===== src/rtl/rank_pkg.sv =====
// Shared state encoding, default geometry and slot helper for the rank index generator.
package rank_pkg;

    typedef enum logic [1:0] {
        ST_LOAD = 2'd0,
        ST_RANK = 2'd1,
        ST_OUT  = 2'd2
    } state_e;

    localparam int unsigned DEF_DATA_W = 8;
    localparam int unsigned DEF_N      = 9;
    localparam int unsigned DEF_IDX_W  = 4;

    // LSB position of slot k in a flattened frame of w-bit slots.
    function automatic int unsigned slot_lsb(input int unsigned k, input int unsigned w);
        return k * w;
    endfunction

endpackage


===== src/rtl/rank_cmp_row.sv =====
// Combinational stable rank of one selected slot against every slot of the frame.
module rank_cmp_row
    import rank_pkg::*;
#(
    parameter int unsigned DATA_W = DEF_DATA_W,
    parameter int unsigned N      = DEF_N,
    parameter int unsigned IDX_W  = DEF_IDX_W
) (
    input  logic [N*DATA_W-1:0] frame_i,
    input  logic [IDX_W-1:0]    sel_i,
    output logic [IDX_W-1:0]    rank_o
);

    logic [DATA_W-1:0] di;
    logic [DATA_W-1:0] dj;

    always_comb begin
        di = '0;
        for (int unsigned k = 0; k < N; k++) begin
            if (sel_i == IDX_W'(k)) begin
                di = frame_i[slot_lsb(k, DATA_W) +: DATA_W];
            end
        end

        // Ties are broken by slot order, so the selected slot never counts itself.
        dj     = '0;
        rank_o = '0;
        for (int unsigned j = 0; j < N; j++) begin
            dj = frame_i[slot_lsb(j, DATA_W) +: DATA_W];
            if ((dj < di) || ((dj == di) && (IDX_W'(j) < sel_i))) begin
                rank_o = rank_o + IDX_W'(1);
            end
        end
    end

endmodule


===== src/rtl/rank_index_gen.sv =====
// Frame collector and rank index generator (LOAD -> RANK -> OUT).
// Optional MEDIAN_OUT_EN adds a registered median_out port.
module rank_index_gen
    import rank_pkg::*;
#(
    parameter int unsigned DATA_W = DEF_DATA_W,
    parameter int unsigned N      = DEF_N,
    parameter int unsigned IDX_W  = DEF_IDX_W
) (
    input  logic                clk,
    input  logic                rst,
    input  logic [DATA_W-1:0]   in_data,
    input  logic                in_valid,
    output logic                in_ready,
    output logic [N*DATA_W-1:0] data_out,
    output logic [N*IDX_W-1:0]  index_out,
    output logic                out_valid,
    input  logic                out_ready,
    output logic                busy
`ifdef MEDIAN_OUT_EN
    ,
    output logic [DATA_W-1:0]   median_out
`endif
);

    localparam logic [IDX_W-1:0] LAST = IDX_W'(N - 1);

    state_e               state_q, state_d;
    logic [IDX_W-1:0]     ld_cnt_q, ld_cnt_d;
    logic [IDX_W-1:0]     rk_cnt_q, rk_cnt_d;
    logic [N*DATA_W-1:0]  frame_q;
    logic [N*IDX_W-1:0]   rank_q;
    logic [IDX_W-1:0]     row_rank;
    logic                 accept;

    assign accept = in_valid && in_ready;

    rank_cmp_row #(
        .DATA_W (DATA_W),
        .N      (N),
        .IDX_W  (IDX_W)
    ) u_row (
        .frame_i (frame_q),
        .sel_i   (rk_cnt_q),
        .rank_o  (row_rank)
    );

    always_ff @(posedge clk) begin
        if (rst) begin
            state_q  <= ST_LOAD;
            ld_cnt_q <= '0;
            rk_cnt_q <= '0;
        end else begin
            state_q  <= state_d;
            ld_cnt_q <= ld_cnt_d;
            rk_cnt_q <= rk_cnt_d;
        end
    end

    always_comb begin
        state_d  = state_q;
        ld_cnt_d = ld_cnt_q;
        rk_cnt_d = rk_cnt_q;
        case (state_q)
            ST_LOAD: begin
                if (accept) begin
                    if (ld_cnt_q == LAST) begin
                        ld_cnt_d = '0;
                        state_d  = ST_RANK;
                    end else begin
                        ld_cnt_d = ld_cnt_q + IDX_W'(1);
                    end
                end
            end
            ST_RANK: begin
                if (rk_cnt_q == LAST) begin
                    rk_cnt_d = '0;
                    state_d  = ST_OUT;
                end else begin
                    rk_cnt_d = rk_cnt_q + IDX_W'(1);
                end
            end
            ST_OUT: begin
                if (out_ready) begin
                    state_d = ST_LOAD;
                end
            end
            default: state_d = ST_LOAD;
        endcase
    end

    always_comb begin
        in_ready  = (state_q == ST_LOAD);
        out_valid = (state_q == ST_OUT);
        busy      = (state_q != ST_LOAD);
    end

    always_ff @(posedge clk) begin
        if (rst) begin
            frame_q <= '0;
            rank_q  <= '0;
        end else begin
            for (int unsigned k = 0; k < N; k++) begin
                if (accept && (ld_cnt_q == IDX_W'(k))) begin
                    frame_q[slot_lsb(k, DATA_W) +: DATA_W] <= in_data;
                end
                if ((state_q == ST_RANK) && (rk_cnt_q == IDX_W'(k))) begin
                    rank_q[slot_lsb(k, IDX_W) +: IDX_W] <= row_rank;
                end
            end
        end
    end

    assign data_out  = frame_q;
    assign index_out = rank_q;

`ifdef MEDIAN_OUT_EN
    localparam logic [IDX_W-1:0] MID = IDX_W'(N / 2);

    logic [DATA_W-1:0] median_q;

    // Exactly one slot per frame carries rank N/2, so this captures once per RANK pass.
    always_ff @(posedge clk) begin
        if (rst) begin
            median_q <= '0;
        end else if ((state_q == ST_RANK) && (row_rank == MID)) begin
            for (int unsigned k = 0; k < N; k++) begin
                if (rk_cnt_q == IDX_W'(k)) begin
                    median_q <= frame_q[slot_lsb(k, DATA_W) +: DATA_W];
                end
            end
        end
    end

    assign median_out = median_q;
`endif

endmodule


===== config.mk =====
export PLATFORM = sky130hd
export DESIGN_NAME = rank_index_gen
export DESIGN_NICKNAME = d
export VERILOG_FILES = /design/src/rtl/rank_pkg.sv /design/src/rtl/rank_cmp_row.sv /design/src/rtl/rank_index_gen.sv
export SDC_FILE = /design/constraint.sdc
export NUM_CORES = 1
export LEC_CHECK = 0
export BUFFER_PORTS_ARGS = -buffer_cell sky130_fd_sc_hd__buf_2
export CAP_MARGIN = 20
export CORE_MARGIN = 2
export CORE_UTILIZATION = 35
export CTS_BUF_LIST = sky130_fd_sc_hd__clkbuf_16
export CTS_CLUSTER_SIZE = 28
export DETAILED_ROUTE_END_ITERATION = 12
export PLACE_DENSITY = 0.62
export SLEW_MARGIN = 10
export SYNTH_ARGS = -nofsm -noshare
export SYNTH_HDL_FRONTEND = slang
export SYNTH_HIERARCHICAL = 1
export SYNTH_SLANG_ARGS = --single-unit

===== constraint.sdc =====
create_clock -name clk -period 15 [get_ports clk]
set_input_delay 3 -clock clk [delete_from_list [all_inputs] [get_ports clk]]
set_output_delay 3 -clock clk [all_outputs]
set_load 0.005 [all_outputs]

# After elaboration in Yosys (flattened, before gate mapping)
# Cells that the tools add are included.
# W data, S select, Z words.
word_totals:
  ff_bits: 118
  latchBits: 0
  ramBits: 0
  rom_bits: 0
  in_bits: 12
  out_inout_bits: 111
  elab_cells: 148
  memories: 0
classes:
  n_addsub: 10
  n_mul: 0
  div_mod_pow: 0
  order_cmp: 18
  n_eq_ne: 31
  shifts: 0
  mux: 25
  n_bitwise: 0
  n_reduce_logical: 43
ops:
  columns: ["operator", "n"]
  rows:
  - ["$eq A8 B8 Y1", 9]
  - ["$lt A8 B8 Y1", 9]
  - ["$mux W8", 9]
  - ["$mux W4", 10]
  - ["$add A4 B1 Y4 const B", 9]
  - ["$eq A4 B3 Y1 const B", 8]
  - ["$logic_and A1 B1 Y1", 28]
  - ["$eq A4 B2 Y1 const B", 4]
  - ["$lt A3 B4 Y1 const A", 4]
  - ["$logic_or A1 B1 Y1", 9]
  - ["$eq A4 B1 Y1 const B", 2]
  - ["$eq A4 B4 Y1 const B", 2]
  - ["$logic_not A4 Y1", 2]
  - ["$lt A1 B4 Y1 const A", 2]
  - ["$lt A2 B4 Y1 const A", 2]
  - ["$mux W2", 4]
  - ["$ne A2 B1 Y1 const B", 3]
  - ["$pmux W2 S3", 1]
  - ["$lt A4 B4 Y1 const A", 1]
  - ["$reduce_and A4 Y1", 1]
  - ["$add A1 B1 Y2 const B", 1]
  - ["$eq A2 B1 Y1 const B", 1]
  - ["$eq A2 B2 Y1 const B", 1]
  - ["$logic_not A2 Y1", 1]
  - ["4 further kinds", 4]

# Depth between registers and ports, before layout
# Gate-level depths: netlist of run 1.
logic_depth:
  depth_word: 30
  ltp_mapped: 40
  mapped_depth_nobuf: 38

# By module
# Netlist of run 1, hierarchy kept.
modules_own_cells:
  columns: ["mod", "n_inst", "cells_each", "area_each_um2", "seq_area_each_um2"]
  rows:
  - ["rank_index_gen", 1, 440, 4618.2, 2362.3]
  - ["rank_cmp_row", 1, 392, 3036.7, 0.0]

# Worst setup path after synthesis of run 1
# OpenSTA, ideal clock, no wires.
synth_timing:
  kind: "register to register"
  startpoint: "register rk_cnt_q[1]"
  endpoint: "register rank_q[3], in the netlist index_out[3]"
  arrival_time_ps: 6893
  path_slack_ps: 7979
  path_stages_with_launch: 35
  n_path_buf: 2
  synth_period_minus_slack_ps: 7021
  path_cell_list: "dfxtp_1 -> buf_2 -> buf_1 -> mux2i_1 -> o21ai_0 -> nand2_1 -> o21ai_0 -> mux4_2 -> a21oi_1 -> ha_1 -> o21ai_0 -> nor2_1 -> o31a_1 -> ha_1 -> xor2_2 -> ha_1 -> nand2_1 -> o311ai_0 -> xor2_1 -> mux2i_1 -> ha_1 -> xor2_1 -> nand2_1 -> o21ai_0 -> xnor2_1 -> o22ai_1 -> ha_1 -> nand2_1 -> xnor2_1 -> xnor2_1 -> and4bb_1 -> xor2_1 -> xnor2_1 -> nand2_1 -> mux2i_1"
synth_between:
  elab_chain_cells: 30
  elab_cells_between_ends: 81
  classes_between: "add/sub (8); order compare (18); eq/ne (17); mux (18); reduce/logical (20)"
synth_rtl:
  columns: ["item", "line_no", "rtl"]
  rows:
  - ["start, declared", "rank_index_gen.sv:30", "logic [IDX_W-1:0] rk_cnt_q, rk_cnt_d;"]
  - ["start signal, assigned", "rank_index_gen.sv:56", "rk_cnt_q <= rk_cnt_d;"]
  - ["branches (longest 29 deep; another with $lt A8 B8 Y1)", null, null]
  - ["$mux W4 (*)", "rank_cmp_row.sv:30", "if ((dj < di) || ((dj == di) && (IDX_W'(j) < sel_i))) begin"]
  - ["named net row_rank[3]", "rank_index_gen.sv:33", "logic [IDX_W-1:0] row_rank;"]
  - ["end signal, assigned by index", "rank_index_gen.sv:108", "rank_q[slot_lsb(k, IDX_W) +: IDX_W] <= row_rank;"]
  - ["end, declared", "rank_index_gen.sv:32", "logic [N*IDX_W-1:0] rank_q;"]
# Mark *: on every way through the listed nets, which the timed path passes.
# A chain may end at the register's enable or synchronous reset.

# Final worst setup path of run 1
# Same ends and word-level chain as after synthesis.

==> metrics.md, run 1 <==
| Metric | Value |
|---|---|
| DRT Pass-1 Iters | `6` |
| Max Fanout on Critical Path | `40` |
| DIE HEIGHT | `152 um` |
| Fin Setup TNS | `0 ns` |
| Total GRT Usage | `0.202` |
| Share of post-route cells with drive strength above 1 | `0.204` |
| Pwr per Cell Area | `204 nW/um^2` |
| Max transition margin | `0.259` |
| Mean Syn Cell Area | `9.20 um^2` |
| Clock Sinks | `118` |
| Clk_lat worst skew | `0.44 ns` |
| Die Width | `152 um` |
| RSZ-0062 raised after global routing | `false` |
| Post-CTS sizing | `0` |
| Slowest stage cell, crit path | `dfxtp_2` |
| Arr. time, crit path | `8.75 ns` |
| Root Buffer | `clkbuf_16` |
| Max-Cap Viols | `0` |
| Ys flop type | `dfxtp_1` |
| Inserted Diodes | `0` |
| Post-route minimum period | `8.39 ns` |
| Fillcell total | `2170` |
| Synth-to-Final Area Change | `19.3%` |
| Slew Limit Fails | `0` |
| R2r startpoint | `rk_cnt_q[1]$_SDFFE_PP0N_` |
| Initial Util | `0.354` |
| Worst Hold Class | `flip-flop to flip-flop` |
| Cts hold-fix bufs | `0` |
| Crit end category | `flip-flop` |
| Setup Buffers After CTS | `0` |
| Clk pin slew, worst setup/hold paths | `0.06 ns` |
| Sequential share of the synthesized area | `0.309` |
| Sequential cell area | `2360 um^2` |
| CTS Buf Count | `17` |
| Largest net degree at the start of global routing | `72` |
| Slew @ Worst Pin | `1.11 ns` |
| Nets | `1049` |
| Area of the core | `21600 um^2` |
| Io pins | `123` |
| CP peak stage delay | `0.95 ns` |
| Skew final | `0.0219 ns` |
| Final ANT Viol Nets | `0` |
| Most frequent cells in the layout | `156 x nand2_1, 125 x mux2i_1, 122 x buf_2` |
| Die area | `23100 um^2` |
| Period utilisation layout | `0.559` |
| Remaining global-route overflow | `0` |
| Finished Cell Area | `9130 um^2` |
| CP startpoint | `rk_cnt_q[1]$_SDFFE_PP0N_` |
| DR iter-0 viols | `491` |
| CP required | `15.36 ns` |
| Worst IR drop on VDD | `0.000274 V` |
| Finish-stage setup viols | `0` |
| Rows | `54` |
| H-Tree Depth | `4` |
| Area after DPL | `8560 um^2` |
| Setup WS post-layout | `6.61 ns` |
| Final GP Congestion | `0.948` |
| Leakage | `4.45 nW` |
| Async S/R FF share, synth | `0` |
| Post-synthesis cell count | `832` |
| CP Class | `flip-flop to flip-flop` |
| Post-synth EDFFs | `0` |
| Final WL | `23400 um` |
| Worst hold margin | `0.456 ns` |
| Vias in the first global route | `6391` |
| CTS max path bufs | `2` |
| Final hold violation count | `0` |
| Most common cell after layout, fill and taps aside | `nand2_1` |
| Per-cell routed wire length | `18.9 um` |
| Flops & latches, synth | `118` |
| Ys Warns | `6` |
| Antenna violations before repair | `0` |
| HPWL Detailed | `17400 um` |
| First-pass GRT wire length | `36800 um` |
| Crit path launch type | `flip-flop` |
| Number of remaining DRC errors | `0` |
| Post-DR vias/cell | `5.35` |
| R2R setup slack | `6.61 ns` |
| Hold Startpoint | `index_out[21]$_SDFFE_PP0P_` |
| TritonCTS clock tree | `built` |
| Cell Count, Final, Fillers Out | `1242` |
| Synthesized Nets | `932` |
| Pre-CTS setup slack | `6.69 ns` |
| Multi-input combinational cell area | `5070 um^2` |
| Placed insts | `1210` |
| Yosys cell types | `64` |
| F_max | `0.119 GHz` |
| Via count | `6646` |
| I/O Buffers | `122` |
| Status | `complete, no violations` |
| Mapped Area | `7650 um^2` |
-- flip-flops by register name, indices dropped and copies added (netlist names) --
register	cells
data_out	72
index_out	36
ld_cnt_q	4
rk_cnt_q	4
state_q	2
-- power by group --
group | leakage (nW) | internal (W) | switching (W)
registers | 0.953 | 0.000318 | 0.00000850
clock network | 0.280 | 0.000222 | 0.000177
logic | 3.22 | 0.000493 | 0.000643
-- logic make-up after synthesis --
group                    after synthesis  share of synthesized area
buffers and inverters                 58                     0.0296
flip-flops                           118                      0.309
adder cells (fa/ha/maj)               88                      0.144
AO/OA/AOI/OAI                        132                      0.120
multiplexers                         129                      0.174
XOR/XNOR                              24                     0.0333
AND/OR/NAND/NOR                      283                      0.191
-- per-stage QoR --
step	power [W]	utilization
2_1_floorplan	0.00123	-
4_1_cts	0.00187	0.422
3_3_place_gp	0.00145	0.396
3_5_place_dp	0.00147	0.396
6_report	0.00186	0.422
5_1_grt	0.00201	0.422
-- synth_stat cells (6+ instances only) --
library cell	n	area (um^2)
nand2_1	156	586
mux2i_1	125	1250
dfxtp_1	118	2360
ha_1	88	1100
a21oi_1	34	170
nor2_1	34	128
o21ai_0	29	145
clkbuf_1	24	90.1
inv_1	23	86.3
nand4_1	18	113
nor2b_1	16	100
xnor2_1	14	123
o211ai_1	12	90.1
a31oi_1	9	56.3
a22oi_1	8	60.1
nand3_1	8	40.0
nand3_4	8	140
buf_2	7	35.0
xor2_1	6	52.6
-- area by class of cell --
type | count | share of cell area
multi-input cells | 656 | 0.555
flip-flops and latches | 118 | 0.259
repair buffers | 132 | 0.0751
clock buffers | 17 | 0.0466
well taps | 280 | 0.0384
clock inverters | 15 | 0.0163
inverters | 24 | 0.0100
-- routing by layer --
metal  wire (um)  vias up  GRT usage
met3        1520       25     0.0462
li1            -     3238          -
met1       10800     3170      0.277
met2       10800      213      0.321
met5           0        -          0
met4         374        0     0.0538
-- final timing paths --
| kind | end | cells after the start |
|---|---|---|
| worst max-delay path | index_out[3]$_SDFFE_PP0P_ | 32 |
| worst min-delay path | index_out[21]$_SDFFE_PP0P_ | 2 |
| worst max register to register | index_out[3]$_SDFFE_PP0P_ | 32 |
| worst min register to register | index_out[21]$_SDFFE_PP0P_ | 2 |
-- worst max-delay path: cells and delay by family (launching register included) --
kind | cells | cell delay (ns)
and+or+nand+nor | 7 | 0.92
muxes | 4 | 1.11
AOI/OAI and AO/OA | 8 | 2.20
DFF | 1 | 0.95
xor gates and xnor gates | 8 | 1.48
adders and majority gates | 5 | 1.62
(Power assumes the default switching activity.)
==> run 2: changes to the inputs <==
--- a/config.mk
+++ b/config.mk
@@ -12,7 +12,7 @@
 export CTS_BUF_LIST = sky130_fd_sc_hd__clkbuf_16
 export CTS_CLUSTER_SIZE = 28
 export DETAILED_ROUTE_END_ITERATION = 12
-export PLACE_DENSITY = 0.62
+export PLACE_DENSITY = 0.64
 export SLEW_MARGIN = 10
 export SYNTH_ARGS = -nofsm -noshare
 export SYNTH_HDL_FRONTEND = slang
==> constraint.sdc (replaced) <==
create_clock -name clk -period 7.7 [get_ports clk]
set_input_delay 1.54 -clock clk [delete_from_list [all_inputs] [get_ports clk]]
set_output_delay 1.54 -clock clk [all_outputs]
set_load 0.005 [all_outputs]
==> run 2 against run 1 <==
  * First-iteration DRC count up 20%
  * Final area up 1.5%
  * Clock power up 100%
  * Routed wire length up 2.9%
  * Largest power group unchanged
  * Highest routed layer is now met5
==> metrics.md, run 2 (synthesis results as in run 1) <==
| Metric | Value |
|---|---|
| R2R cell count | `32 (unchanged)` |
| Vias in the first global route | `6455 (+1.0%)` |
| Placed insts | `1222 (+0.99%)` |
| Cell Count, Final, Fillers Out | `1255 (+1.0%)` |
| Final WL | `24100 um (+2.9%)` |
| Overall Power | `0.00369 W (+98%)` |
| Arr. time, crit path | `7.54 ns (-1.21 ns)` |
| Rows | `54 (unchanged)` |
| Area of the core | `21600 um^2 (unchanged)` |
| Die Width | `152 um (unchanged)` |
| WL met3 | `1490 um (-1.9%)` |
| Final core occ | `0.429 (+0.00648)` |
| Leakage | `4.52 nW (+1.6%)` |
| CTS Buf Count | `17 (unchanged)` |
| Worst Hold Class | `flip-flop to flip-flop` |
| Post-route minimum period | `7.17 ns (-1.21 ns)` |
| Setup WS post-layout | `0.525 ns (-6.09 ns)` |
| Buffers and inverters on the worst path | `2 (+2)` |
| Max Fanout on Critical Path | `11 (-73%)` |
| Via count | `6811 (+2.5%)` |
| Antenna violations before repair | `1 (+1)` |
| DRT Pass-1 Iters | `5 (-1)` |
| Largest net degree at the start of global routing | `65 (-9.7%)` |
| CP required | `8.07 ns (-7.29 ns)` |
| H-Tree Depth | `4 (unchanged)` |
| Slew @ Worst Pin | `0.774 ns (-0.338 ns)` |
| Worst IR drop on VDD | `0.000451 V (+64%)` |
| Share of post-route cells with drive strength above 1 | `0.227 (+0.0229)` |
| Crit path max-delay family | `XOR/XNOR gates` |
| Pwr per Cell Area | `398 nW/um^2 (+95%)` |
| Worst Hold Depth | `2 (unchanged)` |
| Clk_lat worst skew | `0.44 ns (about the same)` |
| Final ANT Viol Nets | `0 (unchanged)` |
| Slowest stage cell, crit path | `ha_2` |
| Status | `complete, no violations` |
| Crit path launch type | `flip-flop` |
| TritonCTS clock tree | `built` |
| Max transition margin | `0.484 (+0.225)` |
| Root Buffer | `clkbuf_16` |
| Slew Limit Fails | `0 (unchanged)` |
| CTS max path bufs | `2 (unchanged)` |
| I/O Buffers | `122 (unchanged)` |
| CP Class | `flip-flop to flip-flop` |
| Number of remaining DRC errors | `0 (unchanged)` |
| Max reg flops | `72 (unchanged)` |
| Total GRT Usage | `0.204 (+0.00194)` |
| Most common cell after layout, fill and taps aside | `nand2_1` |
| Final hold violation count | `0 (unchanged)` |
| Die area | `23100 um^2 (unchanged)` |
| Max-Cap Viols | `0 (unchanged)` |
| Clk pin slew, worst setup/hold paths | `0.06 ns (about the same)` |
| Most frequent cells in the layout | `154 x nand2_1, 124 x mux2i_1, 122 x buf_2` |
| Skew final | `0.0142 ns (-0.00768 ns)` |
| Nets | `1062 (+1.2%)` |
| First-pass GRT wire length | `36900 um (+0.11%)` |
| Post-DR vias/cell | `5.43 (+1.4%)` |
| CP peak stage delay | `0.42 ns (-0.53 ns)` |
| DIE HEIGHT | `152 um (unchanged)` |
| Inserted Diodes | `0 (unchanged)` |
| Critical path depth | `32 (unchanged)` |
| Metal-1 WL | `11100 um (+3.6%)` |
| Top routing layer in use | `met5` |
| Remaining global-route overflow | `0 (unchanged)` |
| F_max | `0.139 GHz (+17%)` |
| Met2 wire len | `11000 um (+2.5%)` |
| Fillcell total | `2119 (-2.4%)` |
| Crit end category | `flip-flop` |
| Final GP Congestion | `0.953 (+0.52%)` |
| Clock Sinks | `118 (unchanged)` |
| HPWL Detailed | `18000 um (+3.4%)` |
| Per-cell routed wire length | `19.2 um (+1.8%)` |
| Finish-stage setup viols | `0 (unchanged)` |
| DR iter-0 viols | `591 (+20%)` |
| Synth-to-Final Area Change | `21.1%` |
| Period utilisation layout | `0.932 (+0.373)` |
| Io pins | `123 (unchanged)` |
| Pre-CTS setup slack | `0.277 ns (-6.41 ns)` |
| Initial Util | `0.354 (unchanged)` |
## run 2: changes by cell type in the layout (fill, tap and decap cells not counted), sizes merged
cell	before	now
buf	132	145
bufinv	0	1
inv	35	34
## run 2: worst min-delay path, delay by kind of cell (launching register included)
family / cells / cell delay (ns)
multiplexers: 1 / 0.06
AND/OR/NAND/NOR: 1 / 0.05
flip-flops: 1 / 0.31
## run 2: repair_timing
action                                  CTS  global route
resized for setup                         0            17
endpoints found under the setup margin    0            27
setup buffers                             0             1
hold buffers                              0             0
## run 2: metal layers
layer / up-vias / GRT usage
met2: 240 / 0.333
li1: 3264 / -
met5: - / 0
met3: 40 / 0.0499
met1: 3265 / 0.270
met4: 2 / 0.0565
## run 2: per-stage QoR
step                      hold WS (ns)  TNS, ns  cell area (um^2)
after global placement           0.438        0              8650
after global routing             0.481  -0.0629              9270
after floorplan                  0.451        0              7650
after detailed placement         0.444        0              8650
final                            0.458        0              9270
after CTS                        0.461        0              9230
## run 2: area by class of cell
type                       count  area, um^2  area share
timing repair buffer         145         783      0.0845
tap                          280         350      0.0378
sequential                   118        2370       0.255
clock buffer                  17         425      0.0459
multi-input combinational    656        5100       0.550
clock inverter                15         155      0.0167
inverter                      24        91.3     0.00985
## run 2: path summary, 6_finish.rpt
path	to	startpoint	slack (ns)
worst max register to register	index_out[11]$_SDFFE_PP0P_	rk_cnt_q[1]$_SDFFE_PP0N_	0.53
worst max-delay path	index_out[11]$_SDFFE_PP0P_	rk_cnt_q[1]$_SDFFE_PP0N_	0.53
worst min-delay path	index_out[12]$_SDFFE_PP0P_	index_out[12]$_SDFFE_PP0P_	0.46
worst min register to register	index_out[12]$_SDFFE_PP0P_	index_out[12]$_SDFFE_PP0P_	0.46
## run 2: power by group
part           total, W  internal (W)  leakage (nW)  switching (W)
Combinational   0.00226      0.000981          3.28        0.00127
Clock          0.000798      0.000457         0.281       0.000341
Sequential     0.000637      0.000620         0.954      0.0000168
Total           0.00369       0.00206          4.52        0.00163
==> run 3: changes to the inputs <==
--- a/config.mk
+++ b/config.mk
@@ -12,7 +12,8 @@
 export CTS_BUF_LIST = sky130_fd_sc_hd__clkbuf_16
 export CTS_CLUSTER_SIZE = 28
 export DETAILED_ROUTE_END_ITERATION = 12
-export PLACE_DENSITY = 0.64
+export PLACE_DENSITY = 0.55
+export RECOVER_POWER = 50
 export SLEW_MARGIN = 10
 export SYNTH_ARGS = -nofsm -noshare
 export SYNTH_HDL_FRONTEND = slang
==> run 3 against run 2 <==
  * Worst hold slack got worse by 0.00056 ns
  * Core utilization decreased by 0.12 points
  * Global-route usage rose by 0.89 points
  * First-iteration DRC count shrank 6.1%
  * Fmax shrank 0.19%
  * Total power increased by 1.9%
  * Count of clock-buffer cells in the layout is the same
  * Sequential power barely moved
  * Highest routed layer is now met4
  * Non-clock buffer count grew 4
  * Sequential share of layout area is 0.069 points higher
  * Via count shrank 0.18%
  * Setup slack got worse by 0.014 ns
==> metrics.md, run 3 (synthesis results as in run 1) <==
| Metric | Value |
|---|---|
| Status | `complete, no violations` |
| DR iter-0 viols | `555 (-6.1%)` |
| R2R cell count | `32 (unchanged)` |
| Number of remaining DRC errors | `0 (unchanged)` |
| CP Class | `flip-flop to flip-flop` |
| Synth-to-Final Area Change | `20.8%` |
| H-Tree Depth | `4 (unchanged)` |
| Max reg flops | `72 (unchanged)` |
| Max Fanout on Critical Path | `11 (unchanged)` |
| CTS max path bufs | `2 (unchanged)` |
| Total GRT Usage | `0.213 (+0.00892)` |
| Crit path launch type | `flip-flop` |
| Arr. time, crit path | `7.53 ns (about the same)` |
| Post-DR vias/cell | `5.40 (-0.49%)` |
| Most frequent cells in the layout | `154 x nand2_1, 125 x mux2i_1, 116 x dfxtp_1` |
| Initial Util | `0.354 (unchanged)` |
| RR Endpoint | `index_out[35]$_SDFFE_PP0P_` |
| Die Width | `152 um (unchanged)` |
| First-pass GRT wire length | `38400 um (+4.1%)` |
| Finish-stage setup viols | `0 (unchanged)` |
| Worst hold margin | `0.457 ns (-0.000556 ns)` |
| Leakage | `4.35 nW (-3.6%)` |
| HPWL Detailed | `18300 um (+1.8%)` |
| Most common cell after layout, fill and taps aside | `nand2_1` |
| Final WL | `24800 um (+2.9%)` |
| Skew final | `0.0137 ns (-0.000469 ns)` |
| R2r startpoint | `rk_cnt_q[1]$_SDFFE_PP0N_` |
| Crit end category | `flip-flop` |
| Clk pin slew, worst setup/hold paths | `0.06 ns (about the same)` |
| Max transition margin | `0.196 (-0.288)` |
| Antenna violations before repair | `0 (-1)` |
| Largest net degree at the start of global routing | `65 (unchanged)` |
| DRT Pass-1 Iters | `5 (unchanged)` |
| Final ANT Viol Nets | `0 (unchanged)` |
| Io pins | `123 (unchanged)` |
| DIE HEIGHT | `152 um (unchanged)` |
| Root Buffer | `clkbuf_16` |
| Fillcell total | `2170 (+2.4%)` |
| Worst Hold Depth | `2 (unchanged)` |
| Share of post-route cells with drive strength above 1 | `0.185 (-0.0418)` |
| R2R setup slack | `0.51 ns (about the same)` |
| Via count | `6799 (-0.18%)` |
| Final GP Congestion | `0.900 (-5.6%)` |
| Worst Hold Class | `flip-flop to flip-flop` |
| F_max | `0.139 GHz (-0.19%)` |
| Overall Power | `0.00376 W (+1.9%)` |
| Slew @ Worst Pin | `1.21 ns (+0.432 ns)` |
| Inserted Diodes | `0 (unchanged)` |
| CP peak stage delay | `0.42 ns (about the same)` |
| Max-Cap Viols | `0 (unchanged)` |
| Final hold violation count | `0 (unchanged)` |
| Rows | `54 (unchanged)` |
| Clock Sinks | `118 (unchanged)` |
| Area of the core | `21600 um^2 (unchanged)` |
| Pwr per Cell Area | `407 nW/um^2 (+2.2%)` |
| Fin Setup TNS | `0 ns (unchanged)` |
| Slew Limit Fails | `0 (unchanged)` |
| CTS Buf Count | `17 (unchanged)` |
| I/O Buffers | `122 (unchanged)` |
| Die area | `23100 um^2 (unchanged)` |
| Hold Path End | `index_out[3]$_SDFFE_PP0P_` |
| CP required | `8.04 ns (-0.03 ns)` |
| RSZ-0062 raised after global routing | `false` |
| Hold Startpoint | `index_out[3]$_SDFFE_PP0P_` |
| Post-route minimum period | `7.19 ns (+0.0139 ns)` |
| TritonCTS clock tree | `built` |
| Nets | `1066 (+0.38%)` |
| Clk_lat worst skew | `0.43 ns (about the same)` |
| Remaining global-route overflow | `0 (unchanged)` |
| Vias in the first global route | `6512 (+0.88%)` |
| Slowest stage cell, crit path | `ha_2` |
| Per-cell routed wire length | `19.7 um (+2.6%)` |
| Period utilisation layout | `0.934 (+0.00181)` |
| Worst IR drop on VDD | `0.000557 V (+23%)` |
==> run 3: cell types whose count changed in the layout (fill, tap and decap cells not counted), moves of 2 or more <==
cell / delta
buf_2: -42
buf_4: +4
clkbuf_1: +41
inv_6: -3
inv_8: +2
o21ai_0: +2
o21ai_2: -2
==> run 3: per-stage QoR <==
stage | std cells | instance area, um^2 | utilization | setup slack, ns
after floorplan | 832 | 7650 | - | 0.679
after global placement | 1225 | 8670 | 0.401 | 0.392
after CTS | 1257 | 9250 | 0.428 | 0.233
final | 1259 | 9250 | 0.428 | 0.511
after global routing | 1259 | 9250 | 0.428 | 0.0123
after detailed placement | 1225 | 8670 | 0.401 | 0.255
==> run 3: what timing repair did <==
item	CTS	global route
buffers inserted	0	2
setup endpoints to repair	0	27
hold buffers	0	0
gates resized for setup	0	13
==> run 3: worst max-delay path by stage <==
stage                                        start                          to  slack (ns)
final                     rk_cnt_q[1]$_SDFFE_PP0N_  index_out[35]$_SDFFE_PP0P_        0.51
after global routing      rk_cnt_q[0]$_SDFFE_PP0N_   index_out[7]$_SDFFE_PP0P_        0.01
after CTS                 rk_cnt_q[2]$_SDFFE_PP0N_   index_out[7]$_SDFFE_PP0P_        0.23
after detailed placement  rk_cnt_q[2]$_SDFFE_PP0N_   index_out[1]$_SDFFE_PP0P_        0.26
after global placement    rk_cnt_q[1]$_SDFFE_PP0N_   index_out[3]$_SDFFE_PP0P_        0.39
after floorplan           rk_cnt_q[1]$_SDFFE_PP0N_   index_out[3]$_SDFFE_PP0P_        0.68
==> run 3: layout make-up <==
cell class | count | area, um^2 | area share
multi-input cells | 656 | 5090 | 0.551
flip-flops and latches | 118 | 2370 | 0.256
inverters | 24 | 91.3 | 0.00988
clock inverters | 15 | 156 | 0.0169
repair buffers | 149 | 761 | 0.0823
well taps | 280 | 350 | 0.0379
clock buffers | 17 | 425 | 0.0460
==> run 3: report_power, final <==
group          internal, W  switching [W]  leakage [nW]
sequential        0.000620      0.0000152         0.954
clock             0.000459       0.000350         0.283
combinational      0.00101        0.00130          3.12
==> run 3: metal layers <==
| layer | track usage | part of all wire | up-vias |
|---|---|---|---|
| met3 | 0.0411 | 0.056 | 40 |
| met2 | 0.333 | 0.45 | 238 |
| met1 | 0.296 | 0.47 | 3247 |
| met4 | 0.0708 | 0.024 | 0 |
| li1 | - | - | 3274 |
| met5 | 0 | 0 | - |
==> run 3: worst max-delay path, delay by kind of cell, from the launching register on <==
kind / cells / cell delay [ns]
multiplexers: 2 / 0.30
flip-flops: 1 / 0.41
AO/OA/AOI/OAI: 6 / 1.05
XOR/XNOR: 8 / 1.57
adder cells (fa/ha/maj): 5 / 1.59
AND/OR/NAND/NOR: 9 / 1.77
buffers and inverters: 2 / 0.42
